`src/rtl/fifo_wr_arbiter_if.sv`:
```
// Handshake bundle between NUM_REQ producers, the write arbiter and the fifo_cnt write port.
// The arbiter takes the slave modport; producers and the FIFO side take the master modport.
interface fifo_wr_arbiter_if #(
  parameter int NUM_REQ    = 4,
  parameter int DATA_WIDTH = 32
);
  logic [NUM_REQ-1:0]            req_valid;
  logic [NUM_REQ*DATA_WIDTH-1:0] req_data;
  logic [NUM_REQ-1:0]            req_ready;
  logic [NUM_REQ-1:0]            grant;
  logic                          busy;
  logic                          fifo_full;
  logic                          fifo_wen;
  logic [DATA_WIDTH-1:0]         fifo_din;

  modport master (
    output req_valid, req_data, fifo_full,
    input  req_ready, grant, busy, fifo_wen, fifo_din
  );

  modport slave (
    input  req_valid, req_data, fifo_full,
    output req_ready, grant, busy, fifo_wen, fifo_din
  );
endinterface

```
`src/rtl/fifo_wr_arbiter.sv`:
```
// Round-robin burst arbiter sharing one fifo_cnt write port among NUM_REQ valid/ready producers.
// Define FIFO_WR_ARB_STATS_EN to add the xfer_total write counter port.
module fifo_wr_arbiter #(
  parameter int NUM_REQ    = 4,
  parameter int DATA_WIDTH = 32,
  parameter int BURST_LEN  = 8
) (
  input  logic                clk,
  input  logic                rst,
  fifo_wr_arbiter_if.slave    bus
`ifdef FIFO_WR_ARB_STATS_EN
  ,
  output logic [31:0]         xfer_total
`endif
);

  localparam int PTR_W = $clog2(NUM_REQ);
  localparam int CNT_W = $clog2(BURST_LEN + 1);

  typedef enum logic {
    IDLE  = 1'b0,
    GRANT = 1'b1
  } state_t;

  state_t             state_reg, state_next;
  logic [NUM_REQ-1:0] grant_reg, grant_next;
  logic [PTR_W-1:0]   last_ptr_reg, last_ptr_next;
  logic [CNT_W-1:0]   beat_cnt_reg, beat_cnt_next;

  logic [DATA_WIDTH-1:0] data_arr [NUM_REQ];
  logic [PTR_W-1:0]      sel;
  logic                  owner_valid;
  logic                  owner_ready;
  logic                  xfer;
  logic                  last_beat;

  // While granted, last_ptr_reg is the owner index and grant_reg its one-hot form.
  assign owner_valid = bus.req_valid[last_ptr_reg];
  assign owner_ready = (state_reg == GRANT) && !bus.fifo_full;
  assign xfer        = owner_ready && owner_valid;
  assign last_beat   = (beat_cnt_reg == CNT_W'(BURST_LEN - 1));

  generate
    for (genvar gi = 0; gi < NUM_REQ; gi++) begin : g_req
      assign data_arr[gi]      = bus.req_data[gi*DATA_WIDTH +: DATA_WIDTH];
      assign bus.req_ready[gi] = owner_ready && grant_reg[gi];
    end
  endgenerate

  assign bus.fifo_wen = xfer;
  assign bus.fifo_din = (state_reg == GRANT) ? data_arr[last_ptr_reg] : '0;
  assign bus.grant    = grant_reg;
  assign bus.busy     = (state_reg == GRANT);

  // Scan last_ptr+1 .. last_ptr+NUM_REQ; iterating downward lets the nearest valid win.
  always_comb begin
    logic [PTR_W-1:0] idx;
    idx = '0;
    sel = last_ptr_reg;
    for (int k = NUM_REQ; k >= 1; k--) begin
      idx = PTR_W'((int'(last_ptr_reg) + k) % NUM_REQ);
      if (bus.req_valid[idx]) begin
        sel = idx;
      end
    end
  end

  always_comb begin
    state_next    = state_reg;
    grant_next    = grant_reg;
    last_ptr_next = last_ptr_reg;
    beat_cnt_next = beat_cnt_reg;
    case (state_reg)
      IDLE: begin
        if (|bus.req_valid) begin
          state_next    = GRANT;
          grant_next    = NUM_REQ'(1) << sel;
          last_ptr_next = sel;
          beat_cnt_next = '0;
        end
      end
      GRANT: begin
        // A dropped valid ends the burst even when the FIFO is full.
        if (!owner_valid) begin
          state_next = IDLE;
          grant_next = '0;
        end else if (xfer) begin
          beat_cnt_next = beat_cnt_reg + CNT_W'(1);
          if (last_beat) begin
            state_next = IDLE;
            grant_next = '0;
          end
        end
      end
      default: begin
        state_next = IDLE;
        grant_next = '0;
      end
    endcase
  end

  always_ff @(posedge clk or posedge rst) begin
    if (rst) begin
      state_reg    <= IDLE;
      grant_reg    <= '0;
      last_ptr_reg <= PTR_W'(NUM_REQ - 1);
      beat_cnt_reg <= '0;
    end else begin
      state_reg    <= state_next;
      grant_reg    <= grant_next;
      last_ptr_reg <= last_ptr_next;
      beat_cnt_reg <= beat_cnt_next;
    end
  end

`ifdef FIFO_WR_ARB_STATS_EN
  logic [31:0] xfer_total_reg;

  always_ff @(posedge clk or posedge rst) begin
    if (rst) begin
      xfer_total_reg <= '0;
    end else if (xfer) begin
      xfer_total_reg <= xfer_total_reg + 32'd1;
    end
  end

  assign xfer_total = xfer_total_reg;
`endif

endmodule

```
`src/flat_wrapper.sv`:
```
// flat-port wrapper written by rule: the top's interface ports become plain ports
module fifo_wr_arbiter_flat 
#(
  parameter int NUM_REQ    = 4,
  parameter int DATA_WIDTH = 32,
  parameter int BURST_LEN  = 8
)
  (clk, rst, bus_req_valid, bus_req_data, bus_fifo_full, bus_req_ready, bus_grant, bus_busy, bus_fifo_wen, bus_fifo_din);
  fifo_wr_arbiter_if #(.NUM_REQ(NUM_REQ), .DATA_WIDTH(DATA_WIDTH)) bus_i ();
  input  logic clk;
  input  logic rst;
  input wire logic [$bits(bus_i.req_valid)-1:0] bus_req_valid;
  input wire logic [$bits(bus_i.req_data)-1:0] bus_req_data;
  input wire logic [$bits(bus_i.fifo_full)-1:0] bus_fifo_full;
  output wire logic [$bits(bus_i.req_ready)-1:0] bus_req_ready;
  output wire logic [$bits(bus_i.grant)-1:0] bus_grant;
  output wire logic [$bits(bus_i.busy)-1:0] bus_busy;
  output wire logic [$bits(bus_i.fifo_wen)-1:0] bus_fifo_wen;
  output wire logic [$bits(bus_i.fifo_din)-1:0] bus_fifo_din;
  assign bus_i.req_valid = bus_req_valid;
  assign bus_i.req_data = bus_req_data;
  assign bus_i.fifo_full = bus_fifo_full;
  assign bus_req_ready = bus_i.req_ready;
  assign bus_grant = bus_i.grant;
  assign bus_busy = bus_i.busy;
  assign bus_fifo_wen = bus_i.fifo_wen;
  assign bus_fifo_din = bus_i.fifo_din;
  fifo_wr_arbiter #(.NUM_REQ(NUM_REQ), .DATA_WIDTH(DATA_WIDTH), .BURST_LEN(BURST_LEN)) u_core (.clk(clk), .rst(rst), .bus(bus_i));
endmodule
```
`config.mk`:
```
export PLATFORM = sky130hd
export DESIGN_NAME = fifo_wr_arbiter_flat
export DESIGN_NICKNAME = d
export VERILOG_FILES = /design/src/rtl/fifo_wr_arbiter_if.sv /design/src/rtl/fifo_wr_arbiter.sv /design/src/flat_wrapper.sv
export SDC_FILE = /design/constraint.sdc
export NUM_CORES = 1
export LEC_CHECK = 0
export BUFFER_PORTS_ARGS = -buffer_cell sky130_fd_sc_hd__buf_2
export CORE_MARGIN = 10
export CORE_UTILIZATION = 38
export DETAILED_ROUTE_END_ITERATION = 12
export MAX_ROUTING_LAYER = met4
export PLACE_DENSITY = 0.87
export SYNTH_ARGS = -nofsm -noshare
export SYNTH_HDL_FRONTEND = slang
export SYNTH_SLANG_ARGS = --single-unit
```
`constraint.sdc`:
```
create_clock -name clk -period 4.9 [get_ports clk]
set_input_delay 0.98 -clock clk [delete_from_list [all_inputs] [get_ports clk]]
set_output_delay 0.98 -clock clk [all_outputs]
set_load 0.05 [all_outputs]
```
# After elaboration in Yosys (flattened, before gate mapping)
# Index checks and enable logic that the tools add are counted.
# totals
register_bits,11
in_bits,135
output_inout_bits,42
wordCells,67
# classes
addsub,5
order_cmp,6
n_eq_ne,6
shift,1
mux,32
bitwise_logic,2
n_reduce_logical,11
# ops
operator,n
32-bit 2-to-1 mux,3
32-bit binary-select mux with 2-bit select,1
4-bit 2-to-1 mux,7
4-bit case mux with 2 select lines,2
"2-bit by 3-bit < comparator with 1-bit output, second input constant",5
1-bit binary-select mux with 2-bit select,5
1-bit 2-to-1 mux,9
2-bit 2-to-1 mux,4
1-bit logical AND,6
"3-bit inequality test, second input constant",2
3-bit AND reduction,2
"2-bit by 1-bit adder with 2-bit output, second input constant",2
"2-bit adder, second input constant",2
"4-bit by 1-bit adder with 4-bit output, second input constant",1
"4-bit by 3-bit equality test with 1-bit output, second input constant",1
"2-bit inequality test, second input constant",2
4-bit OR reduction,1
"1-bit by 2-bit << shifter with 4-bit output, first input constant",1
"3-bit >= comparator, second input constant",1
2-bit NOT with 3-bit output,1
"2-bit by 1-bit inequality test with 1-bit output, second input constant",1
1-bit case mux with 2 select lines,1
2-bit AND reduction,1
1-bit logical NOT,1
1-bit NOT,1

# Logic depth before layout (Yosys ltp)
# Gate-level depths: netlist of the first run.
# depth
word_depth,10
mapped_depth,5
ltp_nobuf,5

# Least setup slack after synthesis of the first run
# Ideal clock, no wire load.
# synth_path
path_kind,input -> output
startpoint,input port bus_req_valid[3]
endpoint,output port bus_fifo_wen
t_arrival_ns,1.841
required_time_ns,3.920
path_slack_ns,2.079
cell_stages,3
n_path_buf,0
cell_sequence,mux4_2 -> nand2_1 -> inv_1
# synth_between
elab_chain_len,3
# synth_lines
element,line,rtl
from (decl),flat_wrapper.sv:12,input wire logic [$bits(bus_i.req_valid)-1:0] bus_req_valid;
1-bit binary-select mux with 2-bit select,fifo_wr_arbiter.sv:38,assign owner_valid = bus.req_valid[last_ptr_reg];
1-bit 2-to-1 mux (not written as such),fifo_wr_arbiter.sv:38,
1-bit logical AND,fifo_wr_arbiter.sv:40,assign xfer = owner_ready && owner_valid;
to (decl),flat_wrapper.sv:18,output wire logic [$bits(bus_i.fifo_wen)-1:0] bus_fifo_wen;
# No other way between the ends. The select of a mux whose other input is x is not followed.

# Worst setup path in the final report of the first run
# layout_path
startpoint,register u_core.last_ptr_reg[0]
endpoint,output port bus_fifo_din[17]
# layout_between
elab_chain_len,5
# layout_lines
element,line,rtl
from (decl),fifo_wr_arbiter.sv:27,"logic [PTR_W-1:0] last_ptr_reg, last_ptr_next;"
from (signal assigned),fifo_wr_arbiter.sv:106,last_ptr_reg <= PTR_W'(NUM_REQ - 1);
from (signal assigned),fifo_wr_arbiter.sv:111,last_ptr_reg <= last_ptr_next;
2-bit NOT with 3-bit output (not written as such),fifo_wr_arbiter.sv:51,assign bus.fifo_din = (state_reg == GRANT) ? data_arr[last_ptr_reg] : '0;
32-bit binary-select mux with 2-bit select,fifo_wr_arbiter.sv:51,
32-bit 2-to-1 mux (not written as such) (2 in a row),fifo_wr_arbiter.sv:51,
32-bit 2-to-1 mux,fifo_wr_arbiter.sv:51,
to (decl),flat_wrapper.sv:19,output wire logic [$bits(bus_i.fifo_din)-1:0] bus_fifo_din;
# No other way between the ends. The select of a mux whose other input is x is not followed.

==> key figures, run 1 <==
Route
  • Drt pass-1 iters: 4
  • Via count: 1910
  • Remaining DRCs: 0
  • Final wirelength: 7.834 mm
  • Via-to-Cell Ratio: 5.350
  • Post-DRT Antenna Nets: 0
  • Drt wl/cell: 21.94 µm
  • First DRT Iteration DRCs: 48

Cells and area
  • Commonest non-fill, non-tap cell in the layout: buf_2
  • Fill count: 356
  • ANT cells: 0
  • Most frequent cells in the layout: 176 x buf_2, 36 x and2_1, 33 x mux4_2, 9 x dfrtp_1, 6 x nand3_1
  • FF+latch area: 277.8 µm²
  • Final core utilization: 62.28%
  • Area occupied by multi-input gates: 1264 µm²
  • Area grow syn2layout: 55.98%
  • Final net count: 444
  • Proportion of layout cells with a drive suffix above 1: 71.34%

Clocking
  • Postcts setup bufs: 0
  • Later-pin clock latency in the skew report: 0.24 ns
  • Clk slew on worst S/H paths: 0.05 ns
  • Post-cts resize count: 0
  • Sink Count: 11
  • Clock tree buffer depth: 2
  • H-tree depth: 1
  • TritonCTS clock tree: built
  • CTS buffer count: 3
  • Root Buffer: clkbuf_8
  • Hold buffer count at cts: 0

Yosys
  • Sequential area share after synthesis: 17.02%
  • YS warnings: 0
  • Synth Instances: 139
  • Syn_nets: 275
  • Post-synth cell types: 35
  • Synthesized flop and latch total: 11
  • Cell Area, Synth: 1632 µm²
  • Avg Cell Area, Syn: 11.74 µm²

Die
  • Die area: 7315 µm²
  • Starting density of the core: 39.93%
  • Horiz. Die Dim: 85.53 µm
  • Die span in y: 85.53 µm
  • Core area: 4086 µm²
  • Num rows: 23
  • I/O pins: 177

STA
  • Worst slew margin: 24.26%
  • RSZ-0062 raised after global routing: no
  • Min Tclk post-route: 3.531 ns
  • Worst Max-Slew Pin Slew: 1.136 ns
  • Final count of pins violating max slew: 0
  • Upper clock frequency limit: 283.2 MHz
  • Final WS setup: 1.369 ns
  • Setup Viol. Count Final: 0
  • Final setup TNS: 0 ns
  • Final hold violations: 0
  • Worst hold slack: 0.4950 ns
  • Worst Skew: 0.004103 ns
  • Fin crit share: 72.06%

Placement
  • I/O Buffers: 176
  • Place WS: 1.586 ns
  • HPWL Detailed: 6.798 mm
  • Global placement routability congestion: 0.8603

Global route
  • GR Overflow Total: 0
  • Gr usage total: 20.22%
  • Routing usage on met1: 20.19%
  • Most used routing layer: met2
  • Global-route met2 utilization: 38.28%
  • Largest net degree at the start of global routing: 41
  • First-pass GRT wire length: 11.54 mm
  • Vias in the first global route: 2145
  • Met3 Use GR: 4.068%
  • Initial antenna violation count: 0

Setup path
  • Worst path top cell family by delay: flip-flops
  • WS Path Type: reg2out
  • CP max FO: 38
  • Critical-path cell list: mux4_2 > and2_1 > buf_2
  • Worst path bufs/invs: 1
  • CP max-delay cell: dfstp_2
  • Setup crit end kind: primary output
  • WP data required: 3.92 ns
  • CP peak stage delay: 1.29 ns
  • Setup crit start kind: flip-flop
  • Arr. time, crit path: 2.55 ns

Power
  • Max VDD drop: 0.4649 mV
  • Leak: 1.305 nW
  • Pwr dens: 704.6 nW/µm²

Flow run
  • MaxCap Viol Count: 0

Outcome
  • Status: complete, no violations

Worst hold path
  • Hold/Removal Path Class: reg2reg
==> metrics by stage <==
step | instances | power [W] | area (µm²)
floorplan | 139 | 0.001418 | 1632
global placement | 353 | 0.001684 | 2500
detailed placement | 353 | 0.001710 | 2500
CTS | 357 | 0.001811 | 2545
global route | 357 | 0.001895 | 2545
finish | 357 | 0.001793 | 2545
==> area by class of cell <==
class,count,share of cell area (%)
multi-input cells,112,49.66
inverters,4,0.5900
well taps,50,2.458
repair buffers,176,34.61
flip-flops and latches,11,10.91
clock buffers,4,1.770
==> cell usage after synthesis <==
cell	number	area (µm²)
a211o_1	1	8.760
a21oi_1	2	10.01
a221o_1	1	10.01
a221oi_1	1	8.760
a22o_1	1	8.760
and2_1	36	225.2
buf_1	1	3.750
buf_2	3	15.01
buf_4	1	7.510
buf_6	3	33.78
clkbuf_1	4	15.01
dfrtp_1	9	225.2
dfstp_2	2	52.55
ha_1	1	12.51
inv_1	4	15.01
mux4_2	33	743.2
nand2_1	4	15.01
nand2b_1	3	18.77
nand2b_2	1	8.760
nand3_1	6	30.03
nand3b_1	1	7.510
nor2_1	2	7.510
nor2b_1	2	12.51
o211ai_1	1	7.510
o211ai_2	1	12.51
o21a_1	1	7.510
o21ai_0	3	15.01
o21ai_1	1	5.000
o21ai_2	1	8.760
o2bb2ai_1	4	35.03
o31ai_1	1	7.510
or2_2	1	6.260
or4_4	1	11.26
or4bb_1	1	11.26
xnor2_1	1	8.760
==> final timing paths <==
| check | startpoint | to | slack, ns | cells past startpoint |
|---|---|---|---|---|
| min | u_core.beat_cnt_reg[3] | u_core.beat_cnt_reg[3] | 0.49 | 1 |
| max in group asynchronous | rst | u_core.last_ptr_reg[0] | 3.86 | 2 |
| min in group asynchronous | rst | u_core.beat_cnt_reg[3] | 0.72 | 2 |
| max reg2reg | u_core.last_ptr_reg[0] | u_core.bus.grant[3] | 2.50 | 4 |
| max | u_core.last_ptr_reg[0] | bus_fifo_din[17] | 1.37 | 3 |
| min reg2reg | u_core.beat_cnt_reg[3] | u_core.beat_cnt_reg[3] | 0.49 | 1 |
==> worst reg2reg max path, cell delays in order, from the launching register on <==
cell and delay, ns:
dfstp_2 1.29, nand2b_1 0.27, o21ai_0 0.15, a221oi_1 0.42
o2bb2ai_1 0.14
==> power by group <==
part	total [W]	internal, W	switching [W]	leakage (nW)
logic	0.00138	0.000515	0.000869	1.14
clock network	0.0000908	0.0000571	0.0000338	0.0228
registers	0.000319	0.000133	0.000186	0.140
total	0.00179	0.000705	0.00109	1.31
==> metal layers <==
metal / up-vias / wire [µm]
li1: 884 / -
met1: 892 / 2658
met2: 117 / 4397
met4: 0 / 166
met3: 17 / 612
met5: - / 0
==> kinds of logic (layout without fill, tap and decap cells) <==
group                    Yosys count  in the layout  share of synthesized area (%)
AO/OA/AOI/OAI                     19             19                          8.896
XOR/XNOR                           1              1                         0.5369
adder cells (fa/ha/maj)            1              1                         0.7667
buffers and inverters             16            184                          5.520
flip-flops                        11             11                          17.02
multiplexers                      33             33                          45.55
AND/OR/NAND/NOR                   58             58                          21.70
Power figures use the tool's default switching activity.
==> run 2, diff against run 1 <==
--- a/config.mk
+++ b/config.mk
@@ -5,12 +5,13 @@
 export SDC_FILE = /design/constraint.sdc
 export NUM_CORES = 1
 export LEC_CHECK = 0
+export ABC_AREA = 1
 export BUFFER_PORTS_ARGS = -buffer_cell sky130_fd_sc_hd__buf_2
 export CORE_MARGIN = 10
-export CORE_UTILIZATION = 38
+export CORE_UTILIZATION = 32
 export DETAILED_ROUTE_END_ITERATION = 12
 export MAX_ROUTING_LAYER = met4
-export PLACE_DENSITY = 0.87
+export PLACE_DENSITY = 0.79
 export SYNTH_ARGS = -nofsm -noshare
 export SYNTH_HDL_FRONTEND = slang
 export SYNTH_SLANG_ARGS = --single-unit
==> constraint.sdc (replaced) <==
create_clock -name clk -period 3.2 [get_ports clk]
set_input_delay 0.64 -clock clk [delete_from_list [all_inputs] [get_ports clk]]
set_output_delay 0.64 -clock clk [all_outputs]
set_load 0.05 [all_outputs]
==> key figures, run 2 <==
Outcome
  • Status: complete, no violations (unchanged)

Die
  • Starting density of the core: 33.51% (was 39.93%)
  • Core area: 4817 µm² (was 4086 µm²)
  • Horiz. Die Dim: 91.02 µm (was 85.53 µm)
  • I/O pins: 177 (unchanged)
  • Num rows: 25 (was 23)
  • Die area: 8285 µm² (was 7315 µm²)
  • Die span in y: 91.02 µm (was 85.53 µm)

Cells and area
  • ANT cells: 0 (unchanged)
  • Area grow syn2layout: 56.82% (was 55.98%)
  • Commonest non-fill, non-tap cell in the layout: buf_2 (unchanged)
  • Final core utilization: 52.55% (was 62.28%)
  • Final net count: 562 (was 444)
  • Most frequent cells in the layout: 176 x buf_2, 72 x nand3_1, 46 x nand2_1, 32 x a22oi_1, 32 x a31oi_1 (was 176 x buf_2, 36 x and2_1, 33 x mux4_2, 9 x dfrtp_1, 6 x nand3_1)
  • Proportion of layout cells with a drive suffix above 1: 45.65% (was 71.34%)

Clocking
  • Postcts setup bufs: 0 (unchanged)
  • Later-pin clock latency in the skew report: 0.24 ns (about the same)
  • H-tree depth: 1 (unchanged)
  • Root Buffer: clkbuf_8 (unchanged)
  • Post-cts resize count: 0 (unchanged)
  • Hold buffer count at cts: 0 (unchanged)
  • Sink Count: 11 (unchanged)
  • Clock tree buffer depth: 2 (unchanged)
  • TritonCTS clock tree: built (unchanged)
  • CTS buffer count: 3 (unchanged)
  • Clk slew on worst S/H paths: 0.05 ns (about the same)

Setup path
  • Setup crit end kind: primary output (unchanged)
  • WP data required: 2.56 ns (was 3.92 ns)
  • Setup crit start kind: flip-flop (unchanged)
  • R2r worst-path depth: 11 (was 4)
  • Top cell by count, worst path: buf_4
  • CP peak stage delay: 0.53 ns (was 1.29 ns)
  • Arr. time, crit path: 2.28 ns (was 2.55 ns)
  • Worst path top cell family by delay: buffers and inverters (was flip-flops)
  • Reg2reg start: u_core.last_ptr_reg[1] (was u_core.last_ptr_reg[0])
  • WS Path Type: reg2out (unchanged)
  • CP max FO: 39 (was 38)
  • Worst path bufs/invs: 4 (was 1)
  • Reg-to-Reg End: u_core.bus.grant[3] (unchanged)
  • CP max-delay cell: dfstp_2 (unchanged)
  • Critical-path cell list: buf_4 > nand2_1 > inv_1 > buf_4 > a22oi_1 > a31oi_1 > buf_2 (was mux4_2 > and2_1 > buf_2)
  • R2R setup slack: 1.28 ns (was 2.50 ns)

Power
  • Net Sw Frac: 69.48% (was 60.71%)
  • P_int: 0.0009245 W (was 0.0007046 W)
  • Leak: 1.386 nW (was 1.305 nW)
  • Gate power share: 87.6% (was 77.1%)
  • Reg power frac: 7.7% (was 17.8%)
  • Max VDD drop: 0.7662 mV (was 0.4649 mV)
  • Clock share of power: 4.7% (was 5.1%)
  • Net Sw Power: 0.002105 W (was 0.001089 W)
  • Pwr dens: 1197 nW/µm² (was 704.6 nW/µm²)

Yosys
  • Sequential area share after synthesis: 17.21% (was 17.02%)
  • Top cells by instance count after synthesis: 72 x nand3_1, 46 x nand2_1, 32 x a22oi_1, 32 x a31oi_1, 18 x inv_1 (was 36 x and2_1, 33 x mux4_2, 9 x dfrtp_1, 6 x nand3_1)
  • YS warnings: 0 (unchanged)
  • Synth Instances: 265 (was 139)
  • Area contributors post-synth: nand3_1 22%, a22oi_1 15%, dfrtp_1 14%, a31oi_1 12%, nand2_1 11% (was mux4_2 46%, and2_1 14%, dfrtp_1 14%, dfstp_2 3.2%, o2bb2ai_1 2.1%)
  • Synth top area share: 22.33% (was 45.55%)
  • Synthesized flop and latch total: 11 (unchanged)
  • Syn_nets: 401 (was 275)
  • Cell Area, Synth: 1614 µm² (was 1632 µm²)
  • Post-synth cell types: 24 (was 35)
  • Post-synth EDFFs: 0 (unchanged)
  • Async set-reset flop share out of synthesis: 100.0% (unchanged)
  • Synth area leader: nand3_1 (was mux4_2)
  • Most common cell in the synthesized netlist: nand3_1 (was and2_1)
  • Avg Cell Area, Syn: 6.091 µm² (was 11.74 µm²)
  • Post-synth top flop: dfrtp_1 (unchanged)

Placement
  • HPWL Detailed: 6.698 mm (was 6.798 mm)
  • Global placement routability congestion: 0.9631 (was 0.8603)
  • I/O Buffers: 176 (unchanged)

STA
  • RSZ-0062 raised after global routing: no (unchanged)
  • Min Tclk post-route: 2.925 ns
  • Upper clock frequency limit: 341.9 MHz
  • Worst hold slack: 0.3964 ns (was 0.4950 ns)
  • Worst slew margin: 31.03% (was 24.26%)
  • Fin crit share: 91.39%
  • Worst Max-Slew Pin Slew: 1.033 ns (was 1.136 ns)
  • Worst Skew: 0.0009657 ns (was 0.004103 ns)
  • Setup Viol. Count Final: 0 (unchanged)
  • Final setup TNS: 0 ns (unchanged)
  • Final count of pins violating max slew: 0 (unchanged)
  • Final hold violations: 0 (unchanged)

Route
  • Post-DRT Antenna Nets: 0 (unchanged)
  • Highest metal used: met4 (unchanged)
  • First DRT Iteration DRCs: 129 (was 48)
  • Final wirelength: 8.399 mm (was 7.834 mm)
  • Met3 WL: 680 µm (was 612 µm)
  • Drt pass-1 iters: 5 (was 4)
  • Drt wl/cell: 17.07 µm (was 21.94 µm)
  • Remaining DRCs: 0 (unchanged)
  • Via count: 2630 (was 1910)
  • DRT met1 WL: 3.407 mm (was 2.658 mm)
  • Met2 WL post-DR: 4.197 mm (was 4.397 mm)
  • Via-to-Cell Ratio: 5.346 (was 5.350)

Global route
  • Vias in the first global route: 2693 (was 2145)
  • GR Overflow Total: 0 (unchanged)
  • Largest net degree at the start of global routing: 70 (was 41)
  • First-pass GRT wire length: 13.16 mm (was 11.54 mm)
  • Initial antenna violation count: 0 (unchanged)
  • Gr usage total: 19.15% (was 20.22%)

Flow run
  • MaxCap Viol Count: 0 (unchanged)

Worst hold path
  • Hold/Removal Path Class: in2async (was reg2reg)
-- run 2: changes by cell type in the layout (fill, tap and decap cells not counted), sizes merged, moves of 6 or more --
| cell | change |
|---|---|
| nor2 | +6 |
| a22oi | +32 |
| nand2 | +45 |
| mux4 | -33 |
| inv | +17 |
| nand3 | +67 |
| a31oi | +32 |
| and2 | -36 |
-- run 2: logic make-up (layout without fill, tap and decap cells) --
| group | Yosys count | count (layout) | synth area share (%) |
|---|---|---|---|
| compound gates | 72 | 72 | 30.23 |
| flops | 11 | 11 | 17.21 |
| simple gates | 134 | 134 | 38.61 |
| fa+ha+maj | 1 | 1 | 0.7751 |
| buf+inv | 47 | 207 | 13.18 |
-- run 2: worst max-delay path by stage --
stage / from / end / slack (ns) / depth (start not counted)
finish: u_core.last_ptr_reg[0] / bus_fifo_din[11] / 0.28 / 7
global route: u_core.last_ptr_reg[1] / bus_fifo_din[0] / 0.08 / 6
CTS: u_core.last_ptr_reg[1] / bus_fifo_din[0] / 0.25 / 6
detailed placement: u_core.last_ptr_reg[1] / bus_fifo_din[0] / 0.52 / 6
global placement: u_core.last_ptr_reg[0] / bus_fifo_din[0] / 0.58 / 7
floorplan: u_core.last_ptr_reg[1] / bus_fifo_din[22] / 0.58 / 5
-- run 2: metal layers --
metal	global-route usage (%)	up-vias
met1	22.21	1190
met3	4.115	11
met5	-	-
met4	4.308	0
li1	-	1290
met2	32.94	139
-- run 2: cell type report --
| cell class | count | area (µm²) |
|---|---|---|
| fill | 484 | 2286 |
| multi-input combinational | 207 | 1124 |
| timing repair buffer | 181 | 918.4 |
| sequential | 11 | 277.8 |
| tap | 67 | 83.83 |
| inverter | 22 | 82.58 |
| clock buffer | 4 | 45.04 |
-- run 2: power by group through the flow --
stage          sequential (W)  clock (W)  combinational (W)
3_3_place_gp         0.000232          0            0.00263
5_1_grt              0.000240   0.000154            0.00286
4_1_cts              0.000233   0.000148            0.00266
2_1_floorplan        0.000296          0            0.00203
6_report             0.000233   0.000143            0.00265
3_5_place_dp         0.000235          0            0.00266
-- run 2: stage by stage --
stage          setup WS (ns)  area (µm²)  cells  power, W
4_1_cts               0.2502        2531    492  0.003041
3_3_place_gp          0.5789        2486    488  0.002860
6_report              0.2754        2531    492  0.003029
2_1_floorplan         0.5799        1614    265  0.002329
5_1_grt              0.07811        2531    492  0.003255
3_5_place_dp          0.5224        2486    488  0.002890
